$ cat config.mk
export PLATFORM = sky130hd
export DESIGN_NAME = mult_cmd_sequencer
export DESIGN_NICKNAME = d
export VERILOG_FILES = /design/src/rtl/mult_seq_pkg.sv /design/src/rtl/seq_guard_timer.sv /design/src/rtl/mult_cmd_sequencer.sv
export SDC_FILE = /design/constraint.sdc
export NUM_CORES = 1
export LEC_CHECK = 0
export CORE_AREA = 2 2 49 51
export DETAILED_ROUTE_END_ITERATION = 10
export DIE_AREA = 0 0 51 53
export PLACE_DENSITY = 0.76
export SKIP_CTS_REPAIR_TIMING = 1
export SLEW_MARGIN = 0
export SYNTH_ARGS = -nofsm -noshare
export SYNTH_HDL_FRONTEND = slang
export SYNTH_SLANG_ARGS = --single-unit
$ cat constraint.sdc
create_clock -name clk -period 1.8 [get_ports clk]
set_input_delay 0.36 -clock clk [delete_from_list [all_inputs] [get_ports clk]]
set_output_delay 0.36 -clock clk [all_outputs]
set_load 0.01 [all_outputs]
$ cat src/rtl/mult_seq_pkg.sv
// Shared opcodes and FSM state encoding for the multi-exponentiation command sequencer.
package mult_seq_pkg;

  localparam logic [2:0] CMD_NOP    = 3'b000;
  localparam logic [2:0] CMD_FIRST  = 3'b010;
  localparam logic [2:0] CMD_NEXT   = 3'b011;
  localparam logic [2:0] CMD_INIT   = 3'b100;
  localparam logic [2:0] CMD_FINISH = 3'b101;

  localparam logic [1:0] TCMD_NOP   = 2'b00;
  localparam logic [1:0] TCMD_START = 2'b01;

  typedef enum logic [2:0] {
    S_IDLE   = 3'd0,
    S_INIT   = 3'd1,
    S_FIRST  = 3'd2,
    S_NEXT   = 3'd3,
    S_FINISH = 3'd4,
    S_WAIT   = 3'd5,
    S_DONE   = 3'd6
  } seq_state_t;

  // States that emit a command pulse and arm the wait timers.
  function automatic logic is_pulse_state(input seq_state_t s);
    return (s inside {S_INIT, S_FIRST, S_NEXT, S_FINISH});
  endfunction

endpackage

$ cat src/rtl/seq_guard_timer.sv
// Loadable down-counter that saturates at zero; expired is high while the count is zero.
module seq_guard_timer #(
  parameter int W = 3
) (
  input  logic         clk,
  input  logic         ctrl_reset_n,
  input  logic         load,
  input  logic [W-1:0] load_val,
  input  logic         en,
  output logic         expired
);

  logic [W-1:0] cnt_q, cnt_d;

  always_comb begin
    cnt_d = cnt_q;
    if (load) begin
      cnt_d = load_val;
    end else if (en && (cnt_q != '0)) begin
      cnt_d = cnt_q - 1'b1;
    end
  end

  always_ff @(posedge clk or negedge ctrl_reset_n) begin
    if (!ctrl_reset_n) begin
      cnt_q <= '0;
    end else begin
      cnt_q <= cnt_d;
    end
  end

  assign expired = (cnt_q == '0);

endmodule

$ cat src/rtl/mult_cmd_sequencer.sv
// Idle-handshaked command sequencer for one multi-exponentiation pass over a mult_unit array.
// Optional per-wait watchdog enabled with `define SEQ_TIMEOUT_EN.
//
// state    | meaning
// ---------+-----------------------------------------------------------
// S_IDLE   | waiting for start; outputs quiet
// S_INIT   | issue CMD_INIT
// S_FIRST  | issue CMD_FIRST with TCMD_START, word_idx = 0
// S_NEXT   | issue CMD_NEXT, word_idx + 1
// S_FINISH | issue CMD_FINISH
// S_WAIT   | guard cycles, then hold until participating units ready
// S_DONE   | done pulse, then back to idle
module mult_cmd_sequencer
  import mult_seq_pkg::*;
#(
  parameter int N_UNITS = 2,
  parameter int E_WORDS = 4,
  parameter int GUARD   = 2,
  parameter int TIMEOUT = 4096
) (
  input  logic                             clk,
  input  logic                             ctrl_reset_n,
  input  logic                             start,
  input  logic                             abort,
  input  logic [N_UNITS-1:0]               unit_mask,
  input  logic [N_UNITS-1:0]               unit_idle,
  input  logic                             t_idle,
  output logic [2:0]                       command,
  output logic [1:0]                       tcmd,
  output logic [$clog2(E_WORDS+1)-1:0]     word_idx,
  output logic                             busy,
  output logic                             done,
  output logic                             error
);

  localparam int                IDX_W     = $clog2(E_WORDS + 1);
  localparam logic [IDX_W-1:0]  LAST_IDX  = IDX_W'(E_WORDS - 1);
  localparam logic [2:0]        GUARD_VAL = 3'(GUARD);

  seq_state_t         state_q, state_d;
  logic [N_UNITS-1:0] mask_q, mask_d;
  logic [2:0]         command_q, command_d;
  logic [2:0]         last_cmd_q, last_cmd_d;
  logic [1:0]         tcmd_q, tcmd_d;
  logic [IDX_W-1:0]   word_idx_q, word_idx_d;
  logic               done_q, done_d;

  logic units_ready;
  logic wait_ready;
  logic in_wait;
  logic guard_load;
  logic guard_exp;
  logic start_acc;
  logic timeout;

  assign in_wait     = (state_q == S_WAIT);
  assign guard_load  = is_pulse_state(state_q);
  assign start_acc   = (state_q == S_IDLE) && start && !abort;
  assign units_ready = &(unit_idle | ~mask_q);
  // Table control only has work after FIRST/NEXT, so only those waits look at t_idle.
  assign wait_ready  = units_ready &&
                       (t_idle || !((last_cmd_q == CMD_FIRST) || (last_cmd_q == CMD_NEXT)));

  seq_guard_timer #(.W(3)) u_guard (
    .clk          (clk),
    .ctrl_reset_n (ctrl_reset_n),
    .load         (guard_load),
    .load_val     (GUARD_VAL),
    .en           (in_wait),
    .expired      (guard_exp)
  );

`ifdef SEQ_TIMEOUT_EN
  localparam int WD_W = $clog2(TIMEOUT + 1);

  logic wd_exp;
  logic error_q, error_d;

  // Counts only post-guard cycles that are still waiting; expires on the TIMEOUT-th one.
  seq_guard_timer #(.W(WD_W)) u_watchdog (
    .clk          (clk),
    .ctrl_reset_n (ctrl_reset_n),
    .load         (guard_load),
    .load_val     (WD_W'(TIMEOUT - 1)),
    .en           (in_wait && guard_exp && !wait_ready),
    .expired      (wd_exp)
  );

  assign timeout = in_wait && guard_exp && !wait_ready && wd_exp;

  always_comb begin
    error_d = error_q;
    if (start_acc) begin
      error_d = 1'b0;
    end
    if (timeout && !abort) begin
      error_d = 1'b1;
    end
  end

  always_ff @(posedge clk or negedge ctrl_reset_n) begin
    if (!ctrl_reset_n) begin
      error_q <= 1'b0;
    end else begin
      error_q <= error_d;
    end
  end

  assign error = error_q;
`else
  assign timeout = 1'b0;
  assign error   = 1'b0;
`endif

  always_comb begin
    state_d    = state_q;
    mask_d     = mask_q;
    command_d  = CMD_NOP;
    tcmd_d     = TCMD_NOP;
    word_idx_d = word_idx_q;
    last_cmd_d = last_cmd_q;
    done_d     = 1'b0;

    unique case (state_q)
      S_IDLE: begin
        if (start_acc) begin
          mask_d  = unit_mask;
          state_d = S_INIT;
        end
      end
      S_INIT: begin
        command_d  = CMD_INIT;
        last_cmd_d = CMD_INIT;
        state_d    = S_WAIT;
      end
      S_FIRST: begin
        command_d  = CMD_FIRST;
        tcmd_d     = TCMD_START;
        word_idx_d = '0;
        last_cmd_d = CMD_FIRST;
        state_d    = S_WAIT;
      end
      S_NEXT: begin
        command_d  = CMD_NEXT;
        word_idx_d = word_idx_q + 1'b1;
        last_cmd_d = CMD_NEXT;
        state_d    = S_WAIT;
      end
      S_FINISH: begin
        command_d  = CMD_FINISH;
        last_cmd_d = CMD_FINISH;
        state_d    = S_WAIT;
      end
      S_WAIT: begin
        if (timeout) begin
          state_d    = S_IDLE;
          word_idx_d = '0;
        end else if (guard_exp && wait_ready) begin
          case (last_cmd_q)
            CMD_INIT:   state_d = S_FIRST;
            CMD_FINISH: begin
              state_d = S_DONE;
              done_d  = 1'b1;
            end
            default:    state_d = (word_idx_q < LAST_IDX) ? S_NEXT : S_FINISH;
          endcase
        end
      end
      S_DONE: begin
        state_d    = S_IDLE;
        word_idx_d = '0;
      end
      default: begin
        state_d = S_IDLE;
      end
    endcase

    if (abort) begin
      state_d    = S_IDLE;
      command_d  = CMD_NOP;
      tcmd_d     = TCMD_NOP;
      word_idx_d = '0;
      done_d     = 1'b0;
    end
  end

  always_ff @(posedge clk or negedge ctrl_reset_n) begin
    if (!ctrl_reset_n) begin
      state_q    <= S_IDLE;
      mask_q     <= '0;
      command_q  <= CMD_NOP;
      tcmd_q     <= TCMD_NOP;
      word_idx_q <= '0;
      last_cmd_q <= CMD_NOP;
      done_q     <= 1'b0;
    end else begin
      state_q    <= state_d;
      mask_q     <= mask_d;
      command_q  <= command_d;
      tcmd_q     <= tcmd_d;
      word_idx_q <= word_idx_d;
      last_cmd_q <= last_cmd_d;
      done_q     <= done_d;
    end
  end

  assign command  = command_q;
  assign tcmd     = tcmd_q;
  assign word_idx = word_idx_q;
  assign busy     = (state_q != S_IDLE);
  assign done     = done_q;

endmodule

==> metrics.json <==
{
  "status": {
    "result_of_the_run": "completed"
  },
  "floorplan": {
    "coreArea_mm2": 0.00215,
    "floorplan.die.height_um": 53,
    "start_util_pct": 48.3,
    "die_x_um": 51,
    "io_pins": 20,
    "placement_rows": 17,
    "fp.dieArea_mm2": 0.00270
  },
  "clock_network": {
    "cts_tree": "done",
    "root_driver": "sky130_fd_sc_hd__clkbuf_4",
    "clock_insertion_delay_worst_skew_ns": 0.30,
    "numCtsBuffers": 3,
    "worst_setup_hold_path_clk_slew_ns": 0.11,
    "cts_max_level": 1,
    "cts.path.max_buffers": 2,
    "cts.sink_count": 19
  },
  "timing": {
    "drv_slew": 0,
    "finalSetupViolations": 0,
    "holdWs_ns": 0.385,
    "timing.clock.skew_ns": 0.00446,
    "rsz_0062_raised_after_global_routing": "false",
    "final.min_clock_period_ns": 1.70,
    "final.setup.worst_slack_ns": 0.0990,
    "maximum_clock_frequency_mhz": 588,
    "finalCritPeriodShare_pct": 94.5,
    "finalSetupTns_ns": 0,
    "final-hold-violation-count": 0
  },
  "layout": {
    "antenna_cells_inserted": 0,
    "final_core_utilization_pct": 59.3,
    "drive_above_1_share_pct": 9.70,
    "areaGrowthSynthToFinish_pct": 22.8,
    "filler_cell_count": 189,
    "layout.nets": 147,
    "post-route-cell-area_mm2": 0.00127
  },
  "synth": {
    "synth.ff_latch_count": 19,
    "synth.avg_cell_area_um2": 9.11,
    "post_synth_num_cell_types": 33,
    "synth-async-reset-ratio_pct": 100,
    "synth.top_cells.by_area": "sky130_fd_sc_hd__dfrtp_1 46%, sky130_fd_sc_hd__o21ai_0 5.8%, sky130_fd_sc_hd__a21oi_1 5.3%, sky130_fd_sc_hd__ha_1 3.6%, sky130_fd_sc_hd__nand2_1 3.3%",
    "yosys.area.top_type": "sky130_fd_sc_hd__dfrtp_1",
    "sequential_element_share_of_the_synthesized_area_pct": 45.8,
    "postSynth.topFlopCell": "sky130_fd_sc_hd__dfrtp_1",
    "postSynthCellCount": 114,
    "synth_area_mm2": 0.00104,
    "synth-warning-count": 0,
    "synthDominantCellAreaShare_pct": 45.8,
    "synth_edf_count": 0
  },
  "critical_path": {
    "path_depth": 1,
    "path_cells": "clkdlybuf4s50_1",
    "worst_path_max_delay_cell": "sky130_fd_sc_hd__clkdlybuf4s50_1",
    "worst-endpoint-arrival_ns": 1.34,
    "slowest_delay_ns": 0.57,
    "worstReg2RegStart": "u_guard.cnt_q[0]$_DFFE_PN0P_",
    "critPathCaptureType": "output port",
    "path_buf_inv": 1,
    "worst_setup_path_startpoint": "word_idx[0]$_DFFE_PN0P_",
    "crit_type": "reg2out",
    "critical_path.max_fanout": 7,
    "timing.rr.end": "state_q[2]$_DFFE_PN0P_",
    "cpLargestDelayFamily": "buffers and inverters",
    "worst_ep_required_time_ns": 1.44,
    "ff2ff_path_depth": 6,
    "ff2ff_setup_slack_ns": 0.23,
    "setup.worst_path.end": "word_idx[0]",
    "critical_path.startpoint_type": "register"
  },
  "detailed_routing": {
    "detailed_route_wire_length_um": 2050,
    "dr.pass1.iters": 4,
    "remaining_drc_errors": 0,
    "num_vias": 843,
    "wl_per_cell_um": 12.7,
    "avgViaCountPerCell": 5.20,
    "drt-initial-drc-count": 9,
    "antenna_violating_nets_post_route": 0
  },
  "placed_design": {
    "pre_cts_setup_slack_ns": 0.160,
    "place_congestion": 0.816,
    "postPlaceCellArea_mm2": 0.00124,
    "hpwl_um": 1490,
    "numPortBuffers": 17
  },
  "grt": {
    "grt_pass1_wl_um": 3620,
    "grt_overflow_total": 0,
    "gr-usage-all-layers_pct": 17.6,
    "via_count_of_the_first_global_routing_pass": 825,
    "grt_start_max_net_pins": 21,
    "antenna_found_initial": 0
  },
  "run": {
    "max-cap-violations": 0
  },
  "pwr": {
    "power.density_cell_area_mw_per_mm2": 1090,
    "worst_ir_drop_vdd_v": 0.000669,
    "static-leakage-power_nw": 0.574
  },
  "worst_hold_path": {
    "holdCritPathClass": "in2async"
  }
}
==> flip-flops by register name, indices dropped and copies added, names as in the netlist <==
signal         count
word_idx           3
state_q            3
tcmd               1
u_guard.cnt_q      3
done               1
mask_q             2
command            3
last_cmd_q         3
==> per-layer routing <==
| metal | wire length, um | vias up | global-route usage, % |
|---|---|---|---|
| li1 | - | 430 | - |
| met1 | 960 | 393 | 22.3 |
| met2 | 1010 | 16 | 30.3 |
| met3 | 53 | 4 | 1.98 |
| met4 | 31 | 0 | 7.66 |
| met5 | 0 | - | 0 |
==> worst min path at each step <==
stage	from	endpoint	slack, ns
after CTS	ctrl_reset_n	last_cmd_q[0]$_DFFE_PN0P_	0.39
after detailed placement	mask_q[1]$_DFFE_PN0P_	mask_q[1]$_DFFE_PN0P_	0.49
after global routing	ctrl_reset_n	last_cmd_q[0]$_DFFE_PN0P_	0.41
after floorplan	ctrl_reset_n	command[0]$_DFF_PN0_	0.06
final	ctrl_reset_n	tcmd[0]$_DFF_PN0_	0.38
after global placement	mask_q[0]$_DFFE_PN0P_	mask_q[0]$_DFFE_PN0P_	0.48
==> stage by stage <==
stage,total power [mW],cells
floorplan,0.984,115
global placement,1.16,158
detailed placement,1.18,158
CTS,1.39,162
global route,1.50,162
finish,1.39,162
==> kinds of logic after synthesis <==
family / Yosys count / synth area share (%)
other cells: 1 / 0.361
compound gates: 33 / 19.2
xor+xnor: 1 / 0.844
mux: 2 / 2.17
buf+inv: 16 / 7.95
fa+ha+maj: 3 / 3.61
simple gates: 39 / 20.1
flops: 19 / 45.8
==> placed cells by master (no fill, tap or decap), types with 2 or more instances in the layout <==
master                            instances
sky130_fd_sc_hd__nor3_1                   4
sky130_fd_sc_hd__o21ai_0                 11
sky130_fd_sc_hd__ha_1                     3
sky130_fd_sc_hd__o221ai_1                 2
sky130_fd_sc_hd__a21oi_1                 11
sky130_fd_sc_hd__clkdlybuf4s50_1         16
sky130_fd_sc_hd__nand2b_1                 3
sky130_fd_sc_hd__inv_1                    8
sky130_fd_sc_hd__nand2_1                  9
sky130_fd_sc_hd__dfrtp_1                 19
sky130_fd_sc_hd__clkbuf_4                 3
sky130_fd_sc_hd__mux2_1                   2
sky130_fd_sc_hd__buf_4                    6
sky130_fd_sc_hd__nor2b_1                  5
sky130_fd_sc_hd__conb_1                   2
sky130_fd_sc_hd__nor4_1                   2
sky130_fd_sc_hd__nor2_1                   8
sky130_fd_sc_hd__a22o_1                   2
==> synth_stat cells (2+ instances only) <==
cell	n
sky130_fd_sc_hd__nand2b_1	3
sky130_fd_sc_hd__a21oi_1	11
sky130_fd_sc_hd__dfrtp_1	19
sky130_fd_sc_hd__inv_1	8
sky130_fd_sc_hd__nor2_1	8
sky130_fd_sc_hd__ha_1	3
sky130_fd_sc_hd__buf_4	3
sky130_fd_sc_hd__o21ai_0	12
sky130_fd_sc_hd__mux2_1	2
sky130_fd_sc_hd__a22o_1	2
sky130_fd_sc_hd__nor3_1	5
sky130_fd_sc_hd__nand2_1	9
sky130_fd_sc_hd__nor2b_1	5
sky130_fd_sc_hd__o221ai_1	2
sky130_fd_sc_hd__nor4_1	2
sky130_fd_sc_hd__buf_2	3
==> report_power, final <==
part	total (mW)	internal (mW)	switching, mW
sequential	0.579	0.520	0.0582
clock	0.214	0.0827	0.131
combinational	0.599	0.272	0.327
==> cell type report <==
| class | instances | area [um2] | share of cell area, % |
|---|---|---|---|
| Sequential cell | 19 | 475 | 37.3 |
| Tap cell | 28 | 35.0 | 2.75 |
| Clock buffer | 3 | 22.5 | 1.77 |
| Multi-Input combinational cell | 80 | 489 | 38.4 |
| Clock inverter | 1 | 5.00 | 0.393 |
| Timing Repair Buffer | 23 | 218 | 17.1 |
| Inverter | 8 | 30.0 | 2.36 |
No activity file was read; power rests on OpenSTA's default activity.
